--- src/rtl/fmac_issue.sv ---
// fmac_issue: issue control for a three-stage FP multiply-accumulate pipeline.
//
// Requests are checked against the ops in S1 and S2 for register hazards and
// are then either stalled or accepted. An accepted op moves S1 -> S2 -> S3 and
// writes back from S3. A result still in S2 that comes from the FMA W path can
// be forwarded as X or Z. The module then produces the bypass and rounding
// correction controls that the datapath needs when that consumer sits in S1.
//
// Ports
//   clk, reset_n                clock, asynchronous active-low reset
//   req_valid / req_ready       request handshake
//   req_fma                     1 = FMA op, 0 = early-result op
//   req_rs1/rs2/rs3/rd          X, Y, Z sources and destination register
//   req_frm                     rounding mode (101..111 reserved)
//   flush                       kill all in-flight ops
//   rnd_plus1, rnd_postnorm     rounding status of the op in S3
//   rn, rz, rm, rp              one-hot rounding controls for the op in S1
//   bypsel                      [0] wbypass as X, [1] wbypass as Z (S1 op)
//   bypplus1, byppostnorm       bypass correction controls (S1 op)
//   earlyressel                 S3 op takes its result from earlyres
//   wb_valid, wb_rd             writeback strobe and destination (S3 op)
//   illegal_rm                  one-cycle pulse: reserved rounding mode dropped
//   stall_cnt                   saturating count of hazard-stall cycles
module fmac_issue (
    input  logic        clk,
    input  logic        reset_n,
    input  logic        req_valid,
    output logic        req_ready,
    input  logic        req_fma,
    input  logic [4:0]  req_rs1,
    input  logic [4:0]  req_rs2,
    input  logic [4:0]  req_rs3,
    input  logic [4:0]  req_rd,
    input  logic [2:0]  req_frm,
    input  logic        flush,
    input  logic        rnd_plus1,
    input  logic        rnd_postnorm,
    output logic        rn,
    output logic        rz,
    output logic        rm,
    output logic        rp,
    output logic [1:0]  bypsel,
    output logic        bypplus1,
    output logic        byppostnorm,
    output logic        earlyressel,
    output logic        wb_valid,
    output logic [4:0]  wb_rd,
    output logic        illegal_rm,
    output logic [15:0] stall_cnt
);

    // Stage state. The rounding one-hot is kept as {rp, rm, rz, rn}.
    logic        s1_valid_q, s2_valid_q, s3_valid_q;
    logic        s1_fma_q, s2_fma_q, s3_fma_q;
    logic [4:0]  s1_rd_q, s2_rd_q, s3_rd_q;
    logic [3:0]  s1_rmode_q, rmode_d;
    logic [1:0]  s1_bypsel_q, bypsel_d;
    logic        illegal_rm_q;
    logic [15:0] stall_cnt_q;

    logic hit_s1, hit_s2_y, fwd_x, fwd_z, hit_s2_early, stall;
    logic accept, frm_reserved, issue, count_stall;

    // Hazard evaluation. Register 0 is a real FP register, so no zero exemption.
    // S3 is never checked: the register file writes before it reads.
    always_comb begin
        hit_s1       = s1_valid_q & ((req_rs1 == s1_rd_q) | (req_rs2 == s1_rd_q) |
                                     (req_rs3 == s1_rd_q));
        hit_s2_y     = s2_valid_q & (req_rs2 == s2_rd_q);  // Y has no bypass path
        fwd_x        = s2_valid_q & (req_rs1 == s2_rd_q);
        fwd_z        = s2_valid_q & (req_rs3 == s2_rd_q);
        hit_s2_early = (fwd_x | fwd_z) & ~s2_fma_q;        // early results are not forwarded
        stall        = hit_s1 | hit_s2_y | hit_s2_early;

        req_ready    = reset_n & ~stall & ~flush;
        accept       = req_valid & req_ready;
        frm_reserved = req_frm[2] & (req_frm[1] | req_frm[0]);
        issue        = accept & ~frm_reserved;
        count_stall  = req_valid & ~req_ready & ~flush;

        bypsel_d     = issue ? {fwd_z & s2_fma_q, fwd_x & s2_fma_q} : 2'b00;

        rmode_d = 4'b0000;
        if (issue) begin
            case (req_frm)
                3'b000:  rmode_d = 4'b0001;  // RNE
                3'b001:  rmode_d = 4'b0010;  // RTZ
                3'b010:  rmode_d = 4'b0100;  // RDN
                3'b011:  rmode_d = 4'b1000;  // RUP
                3'b100:  rmode_d = 4'b0001;  // RMM uses the nearest path
                default: rmode_d = 4'b0000;
            endcase
        end
    end

    // S1: control bits are zeroed whenever the stage is empty.
    always_ff @(posedge clk or negedge reset_n) begin
        if (!reset_n) begin
            s1_valid_q  <= 1'b0;
            s1_fma_q    <= 1'b0;
            s1_rd_q     <= 5'd0;
            s1_rmode_q  <= 4'b0000;
            s1_bypsel_q <= 2'b00;
        end else begin
            s1_valid_q  <= issue;
            s1_rmode_q  <= rmode_d;
            s1_bypsel_q <= bypsel_d;
            if (issue) begin
                s1_fma_q <= req_fma;
                s1_rd_q  <= req_rd;
            end
        end
    end

    // S2 and S3: payload only moves with a valid op so wb_rd holds its last value.
    always_ff @(posedge clk or negedge reset_n) begin
        if (!reset_n) begin
            s2_valid_q <= 1'b0;
            s2_fma_q   <= 1'b0;
            s2_rd_q    <= 5'd0;
            s3_valid_q <= 1'b0;
            s3_fma_q   <= 1'b0;
            s3_rd_q    <= 5'd0;
        end else begin
            s2_valid_q <= s1_valid_q & ~flush;
            s3_valid_q <= s2_valid_q & ~flush;
            if (s1_valid_q & ~flush) begin
                s2_fma_q <= s1_fma_q;
                s2_rd_q  <= s1_rd_q;
            end
            if (s2_valid_q & ~flush) begin
                s3_fma_q <= s2_fma_q;
                s3_rd_q  <= s2_rd_q;
            end
        end
    end

    always_ff @(posedge clk or negedge reset_n) begin
        if (!reset_n) begin
            illegal_rm_q <= 1'b0;
            stall_cnt_q  <= 16'd0;
        end else begin
            illegal_rm_q <= accept & frm_reserved;
            if (count_stall && (stall_cnt_q != 16'hFFFF)) begin
                stall_cnt_q <= stall_cnt_q + 16'd1;
            end
        end
    end

    // A bypassed consumer in S1 always has its producer in S3 this cycle, so
    // the producer's rounding status applies directly.
    always_comb begin
        {rp, rm, rz, rn} = s1_rmode_q;
        bypsel           = s1_bypsel_q;
        bypplus1         = (|s1_bypsel_q) & rnd_plus1;
        byppostnorm      = (|s1_bypsel_q) & rnd_postnorm;
        earlyressel      = s3_valid_q & ~s3_fma_q;
        wb_valid         = s3_valid_q;
        wb_rd            = s3_rd_q;
        illegal_rm       = illegal_rm_q;
        stall_cnt        = stall_cnt_q;
    end

endmodule

--- config.mk ---
export PLATFORM = sky130hd
export DESIGN_NAME = fmac_issue
export DESIGN_NICKNAME = d
export VERILOG_FILES = /design/src/rtl/fmac_issue.sv
export SDC_FILE = /design/constraint.sdc
export NUM_CORES = 1
export LEC_CHECK = 0
export CAP_MARGIN = 15
export CORE_MARGIN = 5
export CORE_UTILIZATION = 35
export CTS_BUF_LIST = sky130_fd_sc_hd__clkbuf_4 sky130_fd_sc_hd__clkbuf_8
export DETAILED_ROUTE_END_ITERATION = 6
export DONT_BUFFER_PORTS = 1
export HOLD_SLACK_MARGIN = 0.02
export PLACE_DENSITY_LB_ADDON = 0.08
export SYNTH_ARGS = -nofsm -noshare
export SYNTH_HDL_FRONTEND = slang
export SYNTH_SLANG_ARGS = --single-unit
--- constraint.sdc ---
create_clock -name clk -period 2.7 [get_ports clk]
set_clock_uncertainty 0.05 [all_clocks]
set_input_delay 0.405 -clock clk [delete_from_list [all_inputs] [get_ports clk]]
set_output_delay 0.405 -clock clk [all_outputs]
set_load 0.05 [all_outputs]
### Word-level counts from Yosys, hierarchy flattened

Cells that the tools add are included.

| word-level totals | value |
|---|---|
| input bits | 30 |
| register bits after elaboration | 44 |

| cells by class | value |
|---|---|
| $add $sub $neg | 1 |
| mux-type cells | 3 |
| equality and inequality tests | 11 |
| bitwise gates (word level) | 32 |
| reduce and logical (&&, ||, !) cells | 4 |

Operators with widths:

| cell | number |
|---|---|
| $eq A5 B5 Y1 | 6 |
| $and A1 B1 Y1 | 20 |
| $add A16 B1 Y16 const B | 1 |
| $ne A16 B16 Y1 const B | 1 |
| $pmux W4 S4 | 1 |
| $eq A3 B2 Y1 const B | 2 |
| $not A1 Y1 | 6 |
| $or A1 B1 Y1 | 6 |
| $mux W4 | 1 |
| $reduce_or A2 Y1 | 2 |
| $eq A3 B1 Y1 const B | 1 |
| $eq A3 B3 Y1 const B | 1 |
| $logic_not A3 Y1 | 1 |
| $mux W2 | 1 |
| $logic_and A1 B1 Y1 | 1 |

### Logic depth before layout (Yosys ltp)

Gate-level depths: netlist (run 1).

| logic depth | value |
|---|---|
| word-level depth | 13 |
| depth in mapped cells | 9 |

### Worst setup path before layout (run 1)

OpenSTA, ideal clock, no wires.

| timing | value |
|---|---|
| path type | reg2reg |
| from | register s2_rd_q[3] |
| to | register stall_cnt_q[12] (netlist: stall_cnt[12]) |
| slack | 0.611 ns |
| path buffers | 1 |
| period minus slack after synthesis | 2.089 ns |
| required time | 2.522 ns |
| stages on the path, launching flop included | 9 |
| data arrival time | 1.911 ns |
| library setup time | 0.128 ns |
| cells stage by stage | dfrtp_1 > xor2_1 > nor4_1 > and3_1 > a31oi_1 > and4_1 > buf_6 > nor4b_4 > mux2_1 |

| on the way | value |
|---|---|
| cells in the longest elaborated chain, start to end | 12 |
| elaborated cells on any way between the ends | 17 |
| those cells by class | eq/ne: 3; bitwise: 13; reduce/logical: 1 |

RTL lines:

| element | line | text |
|---|---|---|
| from (decl) | 55 | `logic [4:0] s1_rd_q, s2_rd_q, s3_rd_q;` |
| from (signal assigned) | 129 | `s2_rd_q <= s1_rd_q;` |
| $eq A5 B5 Y1, on equally long branches | 70, 71 |  |
| $and A1 B1 Y1, on equally long branches | 70, 71 |  |
| $or A1 B1 Y1 | 72 | `hit_s2_early = (fwd_x \| fwd_z) & ~s2_fma_q;` |
| $and A1 B1 Y1 | 72 |  |
| $or A1 B1 Y1 (*) | 73 | `stall = hit_s1 \| hit_s2_y \| hit_s2_early;` |
| $not A1 Y1 (*) | 75 | `req_ready = reset_n & ~stall & ~flush;` |
| $and A1 B1 Y1 (*) (2 in a row) | 75 |  |
| $not A1 Y1 (*) | 79 | `count_stall = req_valid & ~req_ready & ~flush;` |
| $and A1 B1 Y1 (*) (2 in a row) | 79 |  |
| $logic_and A1 B1 Y1 (*) | 144 | `if (count_stall && (stall_cnt_q != 16'hFFFF)) begin` |
| to (signal assigned) | 145 | `stall_cnt_q <= stall_cnt_q + 16'd1;` |
| to (decl) | 59 | `logic [15:0] stall_cnt_q;` |

Every way passes the cells marked *; elsewhere a longest branch is shown, timed or not.
A chain may end at the register's enable or synchronous reset.

### Worst setup path after layout (run 1)

| timing | value |
|---|---|
| from | register s2_rd_q[3] |
| to | output req_ready |

| on the way | value |
|---|---|
| cells in the longest elaborated chain, start to end | 8 |
| elaborated cells on any way between the ends | 13 |
| those cells by class | eq/ne: 3; bitwise: 10 |

RTL lines:

| element | line | text |
|---|---|---|
| $eq A5 B5 Y1, on equally long branches | 70, 71 |  |
| $and A1 B1 Y1, on equally long branches | 70, 71 |  |
| $or A1 B1 Y1 | 72 |  |
| $and A1 B1 Y1 | 72 |  |
| $or A1 B1 Y1 (*) | 73 |  |
| $not A1 Y1 (*) | 75 |  |
| $and A1 B1 Y1 (*) (2 in a row) | 75 |  |
| to (decl) | 28 | `output logic req_ready,` |

Marked as above.

==> impl_metrics.ini, run 1 <==
[sta]
relSlewSlack = 0.610
period_share = 0.930
fmax_ghz = 0.398
setup_violations = 0
drv_slew = 0
fin_tns_setup_ps = 0
period_minus_slack_ps = 2510
worst_pin_slew_ps = 585
hold_viol_final = 0
grt_setup_unrepaired = no

[die]
die_area_sq_mm = 0.00838
num_rows = 29
core_area_sq_mm = 0.00642
ios = 63
fp.dieW_um = 91.5
start_util = 0.362
die_h_um = 91.5

[pwr]
irDropWorstVdd_mv = 0.260
power_density_mw_per_mm2 = 754
p_leak_nw = 1.20

[finish]
layout-drive-gt1-share = 0.241
fillCellCount = 622
seq_area_sq_mm = 0.00110
utilization = 0.409
nets = 243
area_delta_synth_final_pct = 12.9
multi_input_comb_area_sq_mm = 0.00116

[clocking]
htreeDepth = 2
cts_resized = 0
cts_buffers = 5
clkTransAtPathRegs_ps = 80
cts_tree = built
clock_path_buffers = 2
clkLatencyLatePin_ps = 290
root_buffer = clkbuf_8
numClockSinks = 44

[logic_synthesis]
synth_cell_types = 38
synth_common_cells = dfrtp_1, xor2_1, mux2_2
syn_inst = 193
ys_seq_area_frac = 0.473
ys.flop_type = dfrtp_1
synth.most_common_cell = dfrtp_1
synth-seq-cells = 44
synth_nets = 224
avgSynthCellArea_sq_um = 12.1
ys_warn_count = 0
synth_top_area_share = 0.473
synth-async-reset-ratio = 1.00
synth_top_area_cell = dfrtp_1
netlist_area_sq_mm = 0.00233
yosys-top-cells-area = dfrtp_1, xor2_1, mux2_2
synth-edff-count = 0

[placed_design]
io_buffers = 0
hpwlAfterDp_mm = 4.01
gp_congestion = 0.892

[route]
remaining_drc_errors = 0
vias = 1464
ant_nets = 0
routedWlPerCell_um = 17.9
wl_mm = 5.19
drt_iter0_drc = 21
first_pass_iters = 4
drt-vias-per-instance = 5.05

[grt]
grtUsageTotal = 0.128
grt_pass1_wl_mm = 8.39
grt_max_degree = 45
grt_pass1_vias = 1596
antenna_found_initial = 1
gr-total-overflow = 0

[flow_run]
cap_violations = 0

[setup_path]
start_kind = flip-flop
cp.required_ps = 2250
cp_cell_sequence = xor2_1 -> nor4_1 -> and3_1 -> a31oi_1 -> and4_1 -> buf_4 -> buf_4
crit_top_cell = buf_4
critPathSlowestCell = dfrtp_1
critPathMaxFanout = 13
worstSetupPathType = reg -> out
cpPeakStageDelay_ps = 460
crit_path_end_kind = output port
cp.arrival_ps = 2060

[worst_hold_path]
hold_class = in -> reg

[outcome]
status = completed
==> cells by family after synthesis <==
logic type	Yosys count	synth area share
and+or+nand+nor	66	0.208
xor gates and xnor gates	44	0.166
muxes	20	0.0968
AOI/OAI and AO/OA	8	0.0231
DFF	44	0.473
buffers and inverters	10	0.0280
adders and majority gates	1	0.00538
==> report_power, final <==
part / switching [mW] / internal (mW)
Combinational: 0.272 / 0.223
Sequential: 0.275 / 0.775
Clock: 0.208 / 0.228
==> worst max-delay path: cells and delay by family, from the launching register on <==
family / cells / cell delay (ps)
simple gates: 3 / 660
flops: 1 / 460
buf+inv: 2 / 410
xor+xnor: 1 / 180
compound gates: 1 / 40
==> state kept, by name, summed over array words and instances (netlist names) <==
name        count
bypsel          2
illegal_rm      1
s1_fma_q        1
s1_rd_q         5
s1_rmode_q      4
s1_valid_q      1
s2_fma_q        1
s2_rd_q         5
s2_valid_q      1
s3_fma_q        1
stall_cnt      16
wb_rd           5
wb_valid        1
==> final cells by class <==
type | instances | share of cell area
well taps | 77 | 0.0367
repair buffers | 17 | 0.0572
flip-flops and latches | 44 | 0.419
inverters | 5 | 0.00715
clock buffers | 7 | 0.0367
diodes | 1 | 0.000953
multi-input cells | 139 | 0.442
==> final timing paths <==
check                      startpoint            end  slack (ps)  cells after the start
max in group asynchronous     reset_n  stall_cnt[13]        1830                      2
max reg2reg                s2_rd_q[3]  stall_cnt[12]         350                      8
min reg2reg                  s1_fma_q       s1_fma_q         450                      1
max                        s2_rd_q[3]      req_ready         190                      7
min in group asynchronous     reset_n   stall_cnt[8]         570                      2
min                        req_frm[0]  s1_rmode_q[0]         130                      1
==> through the flow <==
| stage | hold WS (ps) | power, mW | worst slack, ps | cell area, sq um | cells |
|---|---|---|---|---|---|
| after floorplan | 59.4 | 1.41 | 611 | 2330 | 193 |
| after global placement | 60.7 | 1.53 | 387 | 2490 | 280 |
| after detailed placement | 60.8 | 1.55 | 369 | 2490 | 280 |
| after CTS | 117 | 2.01 | 176 | 2620 | 289 |
| after global routing | 110 | 2.09 | 34.8 | 2630 | 290 |
| final | 130 | 1.98 | 189 | 2630 | 290 |
==> layout by cell type, fill, tap and decap left out, drive strengths merged <==
master and count:
a311oi 1, a31oi 2, and2 1, and3 5, and4 2, and4b 1
buf 16, clkbuf 7, dfrtp 44, diode 1, dlygate4sd3 1, ha 1
inv 5, mux2 20, nand2 8, nand2b 3, nand3 11, nand3b 1
nand4 3, nor2 5, nor2b 3, nor3 10, nor3b 1, nor4 7
nor4b 4, o21a 2, o21ai 2, o21bai 1, or2 1, xnor2 11
xor2 33
==> layer usage <==
layer | share of wire | vias to the layer above | GRT usage
met5 | 0 | - | 0
met2 | 0.46 | 42 | 0.205
met3 | 0.073 | 9 | 0.0554
met4 | 0.019 | 0 | 0.0389
li1 | - | 713 | -
met1 | 0.45 | 700 | 0.155
==> timing repair <==
| action | 4_1_cts | 5_1_grt |
|---|---|---|
| buffers inserted | 0 | 0 |
| hold buffers | 2 | 0 |
| endpoints found under the hold margin | 44 | 0 |
Note: power is estimated with default switching activity, not from simulation.
==> run 2, diff against run 1 <==
clock period = 3 ns   (was 2.7 ns; I/O delays follow)
==> run 2 against run 1 <==
Net effect:
- via count is 3.6% lower
- combinational power shrank 32%
- register-to-register slack gained 330 ps
- highest routed layer unchanged
==> impl_metrics.ini, run 2 (synthesized netlist as in run 1, its figures left out) <==
[placed_design]
dp_slack_ps = 660
place_area_sq_mm = 0.00241
dp.cells = 268
io_buffers = 0
gp_congestion = 0.906
hpwlAfterDp_mm = 3.81

[route]
drt-vias-per-instance = 5.08
vias = 1412
drt_iter0_drc = 52
remaining_drc_errors = 0
wl_mm = 5.05
routedWlPerCell_um = 18.2
ant_nets = 0
first_pass_iters = 4

[finish]
multi_input_comb_area_sq_mm = 0.00116
final_common_cell = dfrtp_1
fillCellCount = 620
nets = 231
layout-drive-gt1-share = 0.195
fin_area_sq_mm = 0.00253
utilization = 0.394
final_cell_mix = dfrtp_1, xor2_1, mux2_2
area_delta_synth_final_pct = 8.88
largest_reg_flops = 16
stdcell_count = 278
seq_area_sq_mm = 0.00110

[setup_path]
reg2reg_depth = 8
start_kind = flip-flop
critPathMaxFanout = 19
reg2reg_to = stall_cnt[12]
r2r_slack_ps = 680
crit_start = s2_rd_q[1]
crit_path_end_kind = output port
r2r-start = s2_rd_q[1]
worstSetupPathType = reg -> out
cp.arrival_ps = 1830
cp.required_ps = 2500

[grt]
grtUsageTotal = 0.123
grt_max_degree = 45
antenna_found_initial = 1
grt_pass1_vias = 1528
gr-total-overflow = 0
grt_pass1_wl_mm = 8.12

[die]
die_h_um = 91.5
start_util = 0.362
die_area_sq_mm = 0.00838
ios = 63
core_area_sq_mm = 0.00642
fp.dieW_um = 91.5
num_rows = 29

[clocking]
cts_buffers = 5
clkTransAtPathRegs_ps = 80
root_buffer = clkbuf_8
clkLatencyLatePin_ps = 290
clock_path_buffers = 2
cts_tree = built
numClockSinks = 44
htreeDepth = 2

[worst_hold_path]
worstHoldStart = req_frm[0]
hold_class = in -> reg
hold_end = s1_rmode_q[2]
min_path_cells = 1

[sta]
period_minus_slack_ps = 2330
fin_tns_setup_ps = 0
period_share = 0.776
relSlewSlack = 0.586
grt_setup_unrepaired = no
fin_ws_ps = 671
worst_pin_slew_ps = 620
setup_violations = 0
fmax_ghz = 0.429
drv_slew = 0
hold_viol_final = 0
whs_ps = 168

[pwr]
power_density_mw_per_mm2 = 677
irDropWorstVdd_mv = 0.198
p_leak_nw = 1.13
finalPower_mw = 1.71

[outcome]
status = completed

[flow_run]
cap_violations = 0
## run 2: changes by cell type in the layout (fill, tap and decap cells not counted)
cell	previous run	this run
buf_4	15	2
clkbuf_8	7	5
buf_12	0	1
clkinv_2	0	1
clkinvlp_4	0	1
## run 2: report_power, final
part	total (mW)	switching (mW)	internal [mW]
Combinational	0.339	0.159	0.180
Clock	0.355	0.197	0.158
Sequential	1.02	0.325	0.696
Total	1.71	0.681	1.03
## run 2: metal layers
metal	global-route usage	vias up	part of all wire
met1	0.160	681	0.44
met4	0.0264	0	0.0053
met3	0.0537	2	0.082
li1	-	687	-
met2	0.190	42	0.48
met5	0	-	0
## run 2: area by class of cell
| class | count | area share |
|---|---|---|
| Inverter | 5 | 0.00741 |
| Sequential cell | 44 | 0.435 |
| Clock inverter | 2 | 0.00494 |
| Tap cell | 77 | 0.0380 |
| Clock buffer | 5 | 0.0272 |
| Multi-Input combinational cell | 139 | 0.458 |
| Antenna cell | 1 | 0.000988 |
| Timing Repair Buffer | 5 | 0.0287 |
## run 2: how the worst max path moves through the flow
stage               endpoint  slack [ps]  cells past startpoint
6_report           req_ready         670                      6
5_1_grt        stall_cnt[12]         460                      8
4_1_cts            req_ready         630                      6
3_5_place_dp   stall_cnt[12]         660                      8
3_3_place_gp   stall_cnt[12]         670                      8
2_1_floorplan  stall_cnt[12]         880                      8
## run 2: critical path, stage by stage (launching register included)
cell     delay [ps]
dfrtp_1         470
xnor2_1         170
nand3_1         100
nor3_1          250
o21ai_0         120
and4_1          240
buf_12          180
## run 2: what timing repair did
action	in CTS	in global routing
hold buffers	2	0
endpoints found under the setup margin	0	0
hold endpoints to repair	44	0
gates resized for setup	0	0
setup buffers	0	0
